--- config.mk ---
export PLATFORM = sky130hd
export DESIGN_NAME = pc_sequencer
export DESIGN_NICKNAME = d
export VERILOG_FILES = /design/src/rtl/pc_sequencer.sv
export SDC_FILE = /design/constraint.sdc
export NUM_CORES = 1
export LEC_CHECK = 0
export BUFFER_PORTS_ARGS = -buffer_cell sky130_fd_sc_hd__buf_2
export CORE_MARGIN = 4
export CORE_UTILIZATION = 57
export CTS_CLUSTER_SIZE = 16
export DETAILED_ROUTE_END_ITERATION = 10
export PLACE_DENSITY_LB_ADDON = 0.08
export SYNTH_ARGS = -nofsm -noshare
export SYNTH_HDL_FRONTEND = slang
export SYNTH_SLANG_ARGS = --single-unit
--- constraint.sdc ---
create_clock -name clk -period 5.2 [get_ports clk]
set_input_delay 1.04 -clock clk [delete_from_list [all_inputs] [get_ports clk]]
set_output_delay 1.04 -clock clk [all_outputs]
set_load 0.03 [all_outputs]
--- src/rtl/pc_sequencer.sv ---
// Program counter owner and instruction fetch sequencer: FETCH waits on imem_ready,
// EXEC presents the instruction to decode and selects the next PC, HALT parks the core.
module pc_sequencer #(
    parameter logic [31:0] RESET_VECTOR = 32'h0000_0000,
    parameter int unsigned WAIT_LIMIT   = 15
) (
    input  logic        clk,
    input  logic        reset,
    output logic [31:0] pc,
    output logic [31:0] pc_plus4,
    output logic        imem_req,
    input  logic        imem_ready,
    output logic        instr_valid,
    input  logic        stall,
    input  logic        branch_taken,
    input  logic [15:0] branch_imm,
    input  logic        jump,
    input  logic [25:0] jump_target,
    input  logic        jr,
    input  logic [31:0] jr_addr,
    input  logic        halt,
    output logic        halted,
    output logic        fetch_fault
);

    typedef enum logic [1:0] {
        S_FETCH = 2'd0,
        S_EXEC  = 2'd1,
        S_HALT  = 2'd2
    } state_e;

    localparam logic [7:0] WAIT_LIMIT_C = 8'(WAIT_LIMIT);

    state_e      state_q, state_d;
    logic [31:0] pc_q, pc_d;
    logic [7:0]  wait_cnt_q, wait_cnt_d;
    logic        fetch_fault_q, fetch_fault_d;
    logic [31:0] branch_off;
    logic        unused_jr_low;

    assign pc_plus4      = pc_q + 32'd4;
    assign branch_off    = {{14{branch_imm[15]}}, branch_imm, 2'b00};
    assign unused_jr_low = ^jr_addr[1:0];

    // Fetch handshake: imem_req stays high for the whole FETCH phase; the transfer
    // for address pc completes on the first rising edge where imem_req && imem_ready.
    always_comb begin
        state_d       = state_q;
        pc_d          = pc_q;
        wait_cnt_d    = wait_cnt_q;
        fetch_fault_d = fetch_fault_q;
        case (state_q)
            S_FETCH: begin
                if (imem_ready) begin
                    state_d    = S_EXEC;
                    wait_cnt_d = 8'd0;
                end else if (wait_cnt_q == WAIT_LIMIT_C) begin
                    state_d       = S_HALT;
                    fetch_fault_d = 1'b1;
                end else begin
                    wait_cnt_d = wait_cnt_q + 8'd1;
                end
            end
            S_EXEC: begin
                if (halt) begin
                    state_d = S_HALT;
                end else if (!stall) begin
                    state_d = S_FETCH;
                    if (jr) begin
                        pc_d = {jr_addr[31:2], 2'b00};
                    end else if (jump) begin
                        pc_d = {pc_plus4[31:28], jump_target, 2'b00};
                    end else if (branch_taken) begin
                        pc_d = pc_plus4 + branch_off;
                    end else begin
                        pc_d = pc_plus4;
                    end
                end
            end
            S_HALT: begin
                state_d = S_HALT;
            end
            default: begin
                state_d = S_FETCH;
            end
        endcase
    end

    always_ff @(posedge clk) begin
        if (reset) begin
            state_q       <= S_FETCH;
            pc_q          <= RESET_VECTOR;
            wait_cnt_q    <= 8'd0;
            fetch_fault_q <= 1'b0;
        end else begin
            state_q       <= state_d;
            pc_q          <= pc_d;
            wait_cnt_q    <= wait_cnt_d;
            fetch_fault_q <= fetch_fault_d;
        end
    end

    assign pc          = pc_q;
    assign imem_req    = (state_q == S_FETCH) & ~reset;
    assign instr_valid = (state_q == S_EXEC) & ~reset;
    assign halted      = (state_q == S_HALT);
    assign fetch_fault = fetch_fault_q;

endmodule

==> results of run 1 <==
==> synthesized netlist by cell type (12+ instances only) <==
master	n	share of area, %
a211oi_1	14	2.3
and3_1	19	2.6
nand3_1	19	2.1
ha_1	37	10
xor2_1	15	2.8
o21ai_0	27	2.9
a21oi_1	52	5.6
nor2_1	63	5.1
dfxtp_1	41	18
clkbuf_1	21	1.7
nand2_1	50	4.1
nand4_1	12	1.6
a21o_1	17	2.8
xnor2_1	33	6.3
nor3_1	20	2.2
inv_1	20	1.6
o211ai_1	13	2.1
==> layout make-up <==
| class | instances | area share (%) |
|---|---|---|
| clock buffer | 5 | 1.269 |
| multi-input combinational | 530 | 65.75 |
| sequential | 41 | 15.14 |
| tap | 102 | 2.354 |
| timing repair buffer | 146 | 13.62 |
| inverter | 21 | 1.454 |
| clock inverter | 3 | 0.4154 |
==> sequential cells by signal (all words and copies together) (netlist names) <==
| signal | cells |
|---|---|
| fetch_fault | 1 |
| pc | 30 |
| state_q | 2 |
| wait_cnt_q | 8 |
==> tightest hold or removal path: stages (launching register included) <==
cell	delay [ps]
dfxtp_1	340
a31oi_1	40
nor2_1	80
==> where the power goes <==
group	total [mW]	internal (mW)	switching [mW]
Sequential	0.337	0.323	0.0145
Combinational	0.308	0.114	0.194
Clock	0.222	0.0955	0.127
Total	0.868	0.532	0.336
==> layer usage <==
metal | up-vias | GRT usage, % | part of all wire (%)
li1 | 2562 | - | -
met1 | 2420 | 38.72 | 40
met2 | 285 | 50.73 | 46
met3 | 59 | 7.000 | 9.7
met4 | 0 | 12.25 | 4.0
met5 | - | 0 | 0
==> logic make-up (layout without fill, tap and decap cells) <==
| family | Yosys count | count (layout) |
|---|---|---|
| flops | 41 | 41 |
| other cells | 1 | 4 |
| fa+ha+maj | 38 | 38 |
| compound gates | 203 | 203 |
| mux | 7 | 7 |
| simple gates | 228 | 228 |
| xor+xnor | 50 | 50 |
| buf+inv | 55 | 175 |
==> worst min-delay path by stage <==
stage | to | cells past startpoint | slack [ps] | from
after floorplan | wait_cnt_q[1] | 2 | 480 | wait_cnt_q[1]
after global placement | fetch_fault | 2 | 450 | fetch_fault
after detailed placement | fetch_fault | 2 | 470 | fetch_fault
after CTS | fetch_fault | 2 | 500 | fetch_fault
after global routing | fetch_fault | 2 | 550 | fetch_fault
final | fetch_fault | 2 | 490 | fetch_fault
==> metrics by stage <==
| step | utilization [%] | total power [mW] | instances |
|---|---|---|---|
| after CTS | 69.44 | 0.8653 | 848 |
| after detailed placement | 68.27 | 0.6462 | 840 |
| after global placement | 68.27 | 0.6406 | 840 |
| after floorplan | - | 0.5522 | 626 |
| after global routing | 69.44 | 0.9133 | 848 |
| final | 69.44 | 0.8677 | 848 |
==> flow_metrics.env, run 1 <==
export IMPL_die_h_um=98
export IMPL_synth_top_family_by_area="compound AO/OA/AOI/OAI gates"
export IMPL_drt_initial_drc_count=346
export IMPL_whs_ps=490.9
export IMPL_synthAdderAreaFrac_pct=10.46
export IMPL_ctsLongestPathBuffers=2
export IMPL_hold_viol=0
export IMPL_fmax_mhz=246.7
export IMPL_setup_violations=0
export IMPL_fillers=706
export IMPL_dpl_cell_area_um2=5330
export IMPL_cp_depth=14
export IMPL_rr_endpoint="pc[31]"
export IMPL_start_util_pct=59.13
export IMPL_syn_inst=623
export IMPL_root_buffer="clkbuf_8"
export IMPL_startpoint="pc[4]"
export IMPL_synth_area_um2=4617
export IMPL_crit_reg2reg_launch="pc[4]"
export IMPL_wl_mm=15.31
export IMPL_crit_arrival_ps=4260
export IMPL_cpLargestDelayFamily="simple AND/OR/NAND/NOR gates"
export IMPL_htree_levels=2
export IMPL_finalMaxSlewViolations=0
export IMPL_diodes=0
export IMPL_crit_top_cell="xor2_1"
export IMPL_fin_area_um2=5421
export IMPL_dr_pass1_iters=5
export IMPL_min_path_type="reg -> reg"
export IMPL_grt_pass1_vias=5166
export IMPL_avgSynthCellArea_um2=7.411
export IMPL_clock_latency_ps=300
export IMPL_fin_crit_sh_pct=77.95
export IMPL_slew_headroom_pct=47.32
export IMPL_cp_cell_sequence="and4_1 > nand3_1 > nor3_1 > xor2_1 > ha_1 > nand2_1 > nor2_1 > a221oi_1 > o21ai_0 > nor2_2 > o211ai_1 > xor2_1 > and3_1 > o31ai_1"
export IMPL_cts_resized=0
export IMPL_hpwl_mm=11.81
export IMPL_ff2ff_path_depth=14
export IMPL_nNetsFinal=865
export IMPL_min_period_ps=4053
export IMPL_cp_start_kind="flip-flop"
export IMPL_grt_setup_unrepaired="false"
export IMPL_die_w_um=98
export IMPL_numClockSinks=41
export IMPL_io_pins=150
export IMPL_ys_warnings_count=0
export IMPL_final_layout_size_suffix_gt1_share_pct=23.19
export IMPL_clk_pin_slew_ps=90
export IMPL_r2r_setup_slack_ps=1150
export IMPL_vias=5326
export IMPL_synthArstFlopShare_pct=0
export IMPL_timing_final_ws_setup_ps=1147
export IMPL_layout_common_cells="buf_2, nor2_1, a21oi_1"
export IMPL_grt_overflow=0
export IMPL_cp_endpoint="pc[31]"
export IMPL_ys_seq_area_share_pct=17.78
export IMPL_cts_hold_buf=0
export IMPL_critPathRequiredTime_ps=5410
export IMPL_antenna_found_initial=0
export IMPL_fp_coreArea_um2=7807
export IMPL_cpMaxStageDelayCell="dfxtp_1"
export IMPL_drc=0
export IMPL_fp_row_count=32
export IMPL_cts_buffers=5
export IMPL_layout_commonest_cell="buf_2"
export IMPL_synthToLayoutAreaGrowth_pct=17.43
export IMPL_finalSetupTns_ps=0
export IMPL_cp_end_kind="flip-flop"
export IMPL_crit_fanout=7
export IMPL_leakage_nw=2.584
export IMPL_wl_per_cell_um=18.05
export IMPL_status="complete, no violations"
export IMPL_vias_per_cell=6.281
export IMPL_power_density_nw_per_um2=160.1
export IMPL_synthMuxAreaShare_pct=1.545
export IMPL_die_area_um2=9604
export IMPL_worst_pin_slew_ps=789.4
export IMPL_skew_ps=6.111
export IMPL_synth_compound_area_share_pct=29.78
export IMPL_regArea_um2=820.8
export IMPL_pre_cts_ws_ps=1104
export IMPL_crit_type="reg -> reg"
export IMPL_grt_first_pass_wirelength_mm=24.70
export IMPL_post_cts_buffers=0
export IMPL_crit_buf_inv=0
export IMPL_slowest_delay_ps=450
export IMPL_multi_input_area_um2=3565
export IMPL_grt_max_degree=40
export IMPL_maxCapViolCount=0
export IMPL_yosys_area_share_xor_xnor_pct=9.810
export IMPL_synthFlopType="dfxtp_1"
export IMPL_synth_distinct_cells=71
export IMPL_ir_worst_vdd_uv=123.3
export IMPL_synth_edff_count=0
export IMPL_tritoncts="yes"
export IMPL_ant_nets=0
export IMPL_ys_seq_elements=41
export IMPL_grt_use_total_pct=30.73
export IMPL_port_buffers=143
export IMPL_place_congestion=0.9969
export IMPL_yosys_area_share_simple_pct=25.18
(Power assumes the default switching activity.)
==> run 2: changes to the inputs <==
--- a/config.mk
+++ b/config.mk
@@ -7,7 +7,7 @@
 export LEC_CHECK = 0
 export BUFFER_PORTS_ARGS = -buffer_cell sky130_fd_sc_hd__buf_2
 export CORE_MARGIN = 4
-export CORE_UTILIZATION = 57
+export CORE_UTILIZATION = 53
 export CTS_CLUSTER_SIZE = 16
 export DETAILED_ROUTE_END_ITERATION = 10
 export PLACE_DENSITY_LB_ADDON = 0.08
==> constraint.sdc (replaced) <==
create_clock -name clk -period 3.9 [get_ports clk]
set_input_delay 0.78 -clock clk [delete_from_list [all_inputs] [get_ports clk]]
set_output_delay 0.78 -clock clk [all_outputs]
set_load 0.03 [all_outputs]
==> run 2 against run 1 <==
Cell count rose by 3.3%. Fmax is 9.7% higher. Die area rose by 6.9%. Clock skew increased by 7.1 ps. Hold slack improved by 18 ps. Core utilization decreased by 1.0 points. Total power increased by 37%. Clock power is 35% higher.
==> flow_metrics.env, run 2 (synthesized netlist as in run 1, its figures left out) <==
export IMPL_status="complete, no violations"
export IMPL_layout_common_cells="buf_2, nor2_1, a21oi_1"
export IMPL_htree_levels=2
export IMPL_min_period_ps=3696
export IMPL_cp_start_kind="flip-flop"
export IMPL_power_frac_clock_pct=25.3
export IMPL_antenna_found_initial=0
export IMPL_grt_max_degree=40
export IMPL_leakage_nw=2.765
export IMPL_synthToLayoutAreaGrowth_pct=23.63
export IMPL_fin_crit_sh_pct=94.76
export IMPL_grt_overflow=0
export IMPL_power_density_nw_per_um2=207.5
export IMPL_start_util_pct=55.36
export IMPL_grt_pass1_vias=5014
export IMPL_maxCapViolCount=0
export IMPL_ctsLongestPathBuffers=2
export IMPL_vias_per_cell=6.274
export IMPL_ant_nets=0
export IMPL_p_int_mw=0.7224
export IMPL_tritoncts="yes"
export IMPL_hold_viol=0
export IMPL_fp_coreArea_um2=8341
export IMPL_root_buffer="clkbuf_8"
export IMPL_diodes=0
export IMPL_grt_use_total_pct=30.62
export IMPL_setup_violations=0
export IMPL_p_total_mw=1.185
export IMPL_fp_row_count=33
export IMPL_grt_first_pass_wirelength_mm=25.22
export IMPL_finalMaxSlewViolations=0
export IMPL_drc=0
export IMPL_wl_per_cell_um=18.60
export IMPL_dr_pass1_iters=5
export IMPL_largest_register_ffs=30
export IMPL_fillers=758
export IMPL_crit_fanout=7
export IMPL_pre_cts_ws_ps=81.83
export IMPL_die_w_um=101.3
export IMPL_die_h_um=101.3
export IMPL_clock_latency_ps=300
export IMPL_ir_worst_vdd_uv=188.1
export IMPL_vias=5496
export IMPL_io_pins=150
export IMPL_whs_ps=508.5
export IMPL_hpwl_mm=12.64
export IMPL_crit_type="reg -> reg"
export IMPL_nNetsFinal=890
export IMPL_numClockSinks=41
export IMPL_cts_buffers=5
export IMPL_layout_commonest_cell="buf_2"
export IMPL_clk_pin_slew_ps=90
export IMPL_min_path_type="reg -> reg"
export IMPL_fmax_mhz=270.6
export IMPL_crit_arrival_ps=3910
export IMPL_cts_hold_buf=0
export IMPL_place_congestion=0.9955
export IMPL_port_buffers=143
export IMPL_switching_share_pct=39.01
export IMPL_wl_mm=16.29
export IMPL_timing_final_ws_setup_ps=204.3
export IMPL_skew_ps=13.23
export IMPL_cp_end_kind="flip-flop"
export IMPL_power_switching_mw=0.4622
export IMPL_die_area_um2=10270
export IMPL_worst_pin_slew_ps=798.9
export IMPL_critPathRequiredTime_ps=4120
export IMPL_slew_headroom_pct=46.74
export IMPL_drt_initial_drc_count=400
export IMPL_final_layout_size_suffix_gt1_share_pct=27.63
export IMPL_seqPwrFrac_pct=37.9
export IMPL_p_comb_share_pct=36.8
==> run 2: cell types whose count changed in the layout (fill, tap and decap cells not counted), moves of 2 or more <==
cell / delta
buf_4: +25
xnor2_1: -6
xnor2_2: +6
clkinv_4: -2
ha_1: -2
ha_2: +2
==> run 2: final cells by class <==
class,instances,area (um^2),share of cell area (%)
multi-input combinational,530,3661,64.14
timing repair buffer,171,925.9,16.22
sequential,41,820.8,14.38
tap,105,131.4,2.302
inverter,21,78.83,1.381
clock buffer,5,68.82,1.206
clock inverter,3,21.27,0.3726
==> run 2: final timing paths <==
path | start | endpoint | slack [ps] | depth (start not counted)
max reg2reg | pc[6] | pc[31] | 200 | 14
min reg2reg | fetch_fault | fetch_fault | 510 | 2
max | pc[6] | pc[31] | 200 | 14
min | fetch_fault | fetch_fault | 510 | 2
==> run 2: what timing repair did <==
action / in CTS / in global routing
buffers inserted: 0 / 1
setup endpoints to repair: 0 / 8
gates resized for setup: 0 / 12
==> run 2: worst max-delay path: stages, from the launching register on <==
cell	delay (ps)
dfxtp_1	460
and4_4	320
and3_1	250
nand4_1	170
xnor2_2	250
ha_1	340
a21oi_1	180
o21ai_1	140
a221oi_2	370
o21ai_0	180
nor2_2	210
o211ai_1	140
xor2_1	190
and3_1	220
o31ai_1	200
==> run 2: power by group through the flow <==
stage	sequential [mW]	clock, mW	combinational, mW
floorplan	0.472	0	0.266
global placement	0.457	0	0.413
detailed placement	0.458	0	0.423
CTS	0.448	0.300	0.426
global route	0.451	0.323	0.470
finish	0.449	0.300	0.436
==> run 2: routing by layer <==
metal | global-route usage (%) | wire length (um) | vias up
li1 | - | - | 2622
met3 | 5.579 | 1571 | 39
met1 | 41.25 | 6686 | 2538
met5 | 0 | 0 | -
met2 | 50.15 | 7628 | 297
met4 | 8.691 | 408 | 0
==> run 2: per-stage QoR <==
stage | std cells | area [um^2] | utilization, % | TNS, ps
after floorplan | 626 | 4673 | - | 0
after global placement | 867 | 5559 | 66.65 | 0
after detailed placement | 867 | 5559 | 66.65 | 0
after CTS | 875 | 5649 | 67.73 | 0
after global routing | 876 | 5708 | 68.44 | -0.2154
final | 876 | 5708 | 68.44 | 0
==> run 3: changes to the inputs <==
--- a/config.mk
+++ b/config.mk
@@ -5,11 +5,12 @@
 export SDC_FILE = /design/constraint.sdc
 export NUM_CORES = 1
 export LEC_CHECK = 0
-export BUFFER_PORTS_ARGS = -buffer_cell sky130_fd_sc_hd__buf_2
+export BUFFER_PORTS_ARGS = -buffer_cell sky130_fd_sc_hd__buf_4
 export CORE_MARGIN = 4
 export CORE_UTILIZATION = 53
 export CTS_CLUSTER_SIZE = 16
 export DETAILED_ROUTE_END_ITERATION = 10
+export GPL_TIMING_DRIVEN = 0
 export PLACE_DENSITY_LB_ADDON = 0.08
 export SYNTH_ARGS = -nofsm -noshare
 export SYNTH_HDL_FRONTEND = slang
==> run 3 against run 2 <==
Design area rose by 8.3%. Largest power group is now combinational cells. Total power is 8.3% higher. Hold slack worse by 2.5 ps. Highest routed layer unchanged. Die area unchanged. Via count is 4.7% higher. Sequential share of layout area shrank 0.85 points. Critical endpoint is now pc[28]. Non-clock buffer count rose by 14.
==> flow_metrics.env, run 3 (synthesized netlist as in run 1, its figures left out) <==
export IMPL_synthToLayoutAreaGrowth_pct=33.85
export IMPL_htree_levels=2
export IMPL_die_area_um2=10270
export IMPL_wl_per_cell_um=20.25
export IMPL_wl_mm=18.00
export IMPL_grt_overflow=0
export IMPL_root_buffer="clkbuf_8"
export IMPL_io_pins=150
export IMPL_layout_commonest_cell="buf_4"
export IMPL_min_path_type="reg -> reg"
export IMPL_fmax_mhz=260.9
export IMPL_clk_pin_slew_ps=80
export IMPL_dpl_cell_area_um2=5878
export IMPL_nNetsFinal=904
export IMPL_grt_max_degree=21
export IMPL_hold_path_startpoint="fetch_fault"
export IMPL_fp_coreArea_um2=8341
export IMPL_pre_cts_ws_ps=-112.0
export IMPL_start_util_pct=55.36
export IMPL_grt_pass1_vias=5310
export IMPL_skew_ps=7.033
export IMPL_min_to="fetch_fault"
export IMPL_crit_type="reg -> reg"
export IMPL_cp_end_kind="flip-flop"
export IMPL_fin_crit_sh_pct=98.26
export IMPL_cp_start_kind="flip-flop"
export IMPL_place_congestion=0.9928
export IMPL_min_period_ps=3832
export IMPL_hpwl_mm=13.74
export IMPL_crit_fanout=6
export IMPL_worst_pin_slew_ps=841.5
export IMPL_grt_first_pass_wirelength_mm=26.74
export IMPL_finalMaxSlewViolations=0
export IMPL_r2r_setup_slack_ps=70
export IMPL_whs_ps=506.0
export IMPL_cp_cell_sequence="and2_2 > and4_1 > xor2_2 > ha_1 > and3_1 > a221oi_4 > o21ai_2 > o21ai_1 > or3_1 > a21oi_1 > a211oi_1 > mux2_2 > o22ai_1"
export IMPL_clock_latency_ps=300
export IMPL_startpoint="pc[2]"
export IMPL_tritoncts="yes"
export IMPL_drt_initial_drc_count=491
export IMPL_critPathRequiredTime_ps=4130
export IMPL_largest_register_ffs=30
export IMPL_maxCapViolCount=0
export IMPL_crit_arrival_ps=4060
export IMPL_ff2ff_path_depth=13
export IMPL_grt_use_total_pct=32.96
export IMPL_crit_reg2reg_launch="pc[2]"
export IMPL_status="complete, no violations"
export IMPL_slew_headroom_pct=43.47
export IMPL_rr_endpoint="pc[28]"
export IMPL_vias_per_cell=6.472
export IMPL_numClockSinks=41
export IMPL_leakage_nw=2.844
export IMPL_min_path_cells=2
export IMPL_die_w_um=101.3
export IMPL_layout_common_cells="buf_4, nor2_1, nand2_1, a21oi_1"
export IMPL_ant_nets=0
export IMPL_cts_hold_buf=0
export IMPL_slowest_delay_ps=420
export IMPL_power_density_nw_per_um2=207.7
export IMPL_hold_viol=0
export IMPL_fp_row_count=33
export IMPL_die_h_um=101.3
export IMPL_setup_violations=0
export IMPL_drc=0
export IMPL_port_buffers=143
export IMPL_final_layout_size_suffix_gt1_share_pct=28.57
export IMPL_vias=5754
export IMPL_timing_final_ws_setup_ps=67.79
export IMPL_cts_buffers=5
export IMPL_diodes=0
export IMPL_cpMaxStageDelayCell="dfxtp_1"
export IMPL_ctsLongestPathBuffers=2
export IMPL_antenna_found_initial=0
export IMPL_dr_pass1_iters=6
export IMPL_fin_area_um2=6180
export IMPL_ir_worst_vdd_uv=212.3
run 3: cell types whose count changed in the layout (fill, tap and decap cells not counted), sizes merged:
cell,previous run,this run
clkbuf,5,27
clkinvlp,1,0
bufinv,0,1
inv,21,20
buf,171,163
run 3: how the worst max path moves through the flow:
stage,to,cells past startpoint
floorplan,pc[21],13
global placement,pc[22],13
detailed placement,pc[22],13
CTS,pc[22],13
global route,pc[31],13
finish,pc[28],13
run 3: power by group:
| part | switching (mW) | internal (mW) | total (mW) |
|---|---|---|---|
| clock | 0.155 | 0.186 | 0.341 |
| sequential | 0.0192 | 0.430 | 0.449 |
| combinational | 0.291 | 0.202 | 0.493 |
| total | 0.465 | 0.818 | 1.28 |
run 3: routing by layer:
layer / up-vias / GRT usage [%] / part of all wire [%]
met4: 0 / 11.15 / 2.7
met5: - / 0 / 0
li1: 2643 / - / -
met1: 2691 / 42.43 / 39
met3: 45 / 7.438 / 11
met2: 375 / 54.43 / 47
run 3: layout make-up:
class | count | area (um^2)
Buffer | 33 | 167.7
Clock buffer | 5 | 68.82
Clock inverter | 2 | 35.03
Fill cell | 702 | 2161
Inverter | 21 | 78.83
Multi-Input combinational cell | 530 | 3721
Sequential cell | 41 | 835.8
Tap cell | 105 | 131.4
Timing Repair Buffer | 152 | 1141
run 3: what timing repair did:
action                                  4_1_cts  5_1_grt
pin swaps                                     0       11
endpoints found under the setup margin        6       14
hold endpoints to repair                      0        0
resized for setup                             4       34
buffers inserted                              0        9
cloned                                        0        0
run 3: worst max-delay path, delay by kind of cell (launching register included):
kind	cells	cell delay [ps]
xor gates and xnor gates	1	230
adders and majority gates	1	390
AOI/OAI and AO/OA	6	1320
muxes	1	390
and+or+nand+nor	4	990
DFF	1	420
run 3: metrics by stage:
step	utilization (%)	setup TNS, ps	total power, mW	std cells
6_report	74.09	0	1.283	889
5_1_grt	74.09	-34.31	1.329	889
4_1_cts	72.08	0	1.253	881
3_5_place_dp	70.48	-224.3	0.9214	874
3_3_place_gp	70.48	-65.79	0.9115	874
2_1_floorplan	-	0	0.7378	626
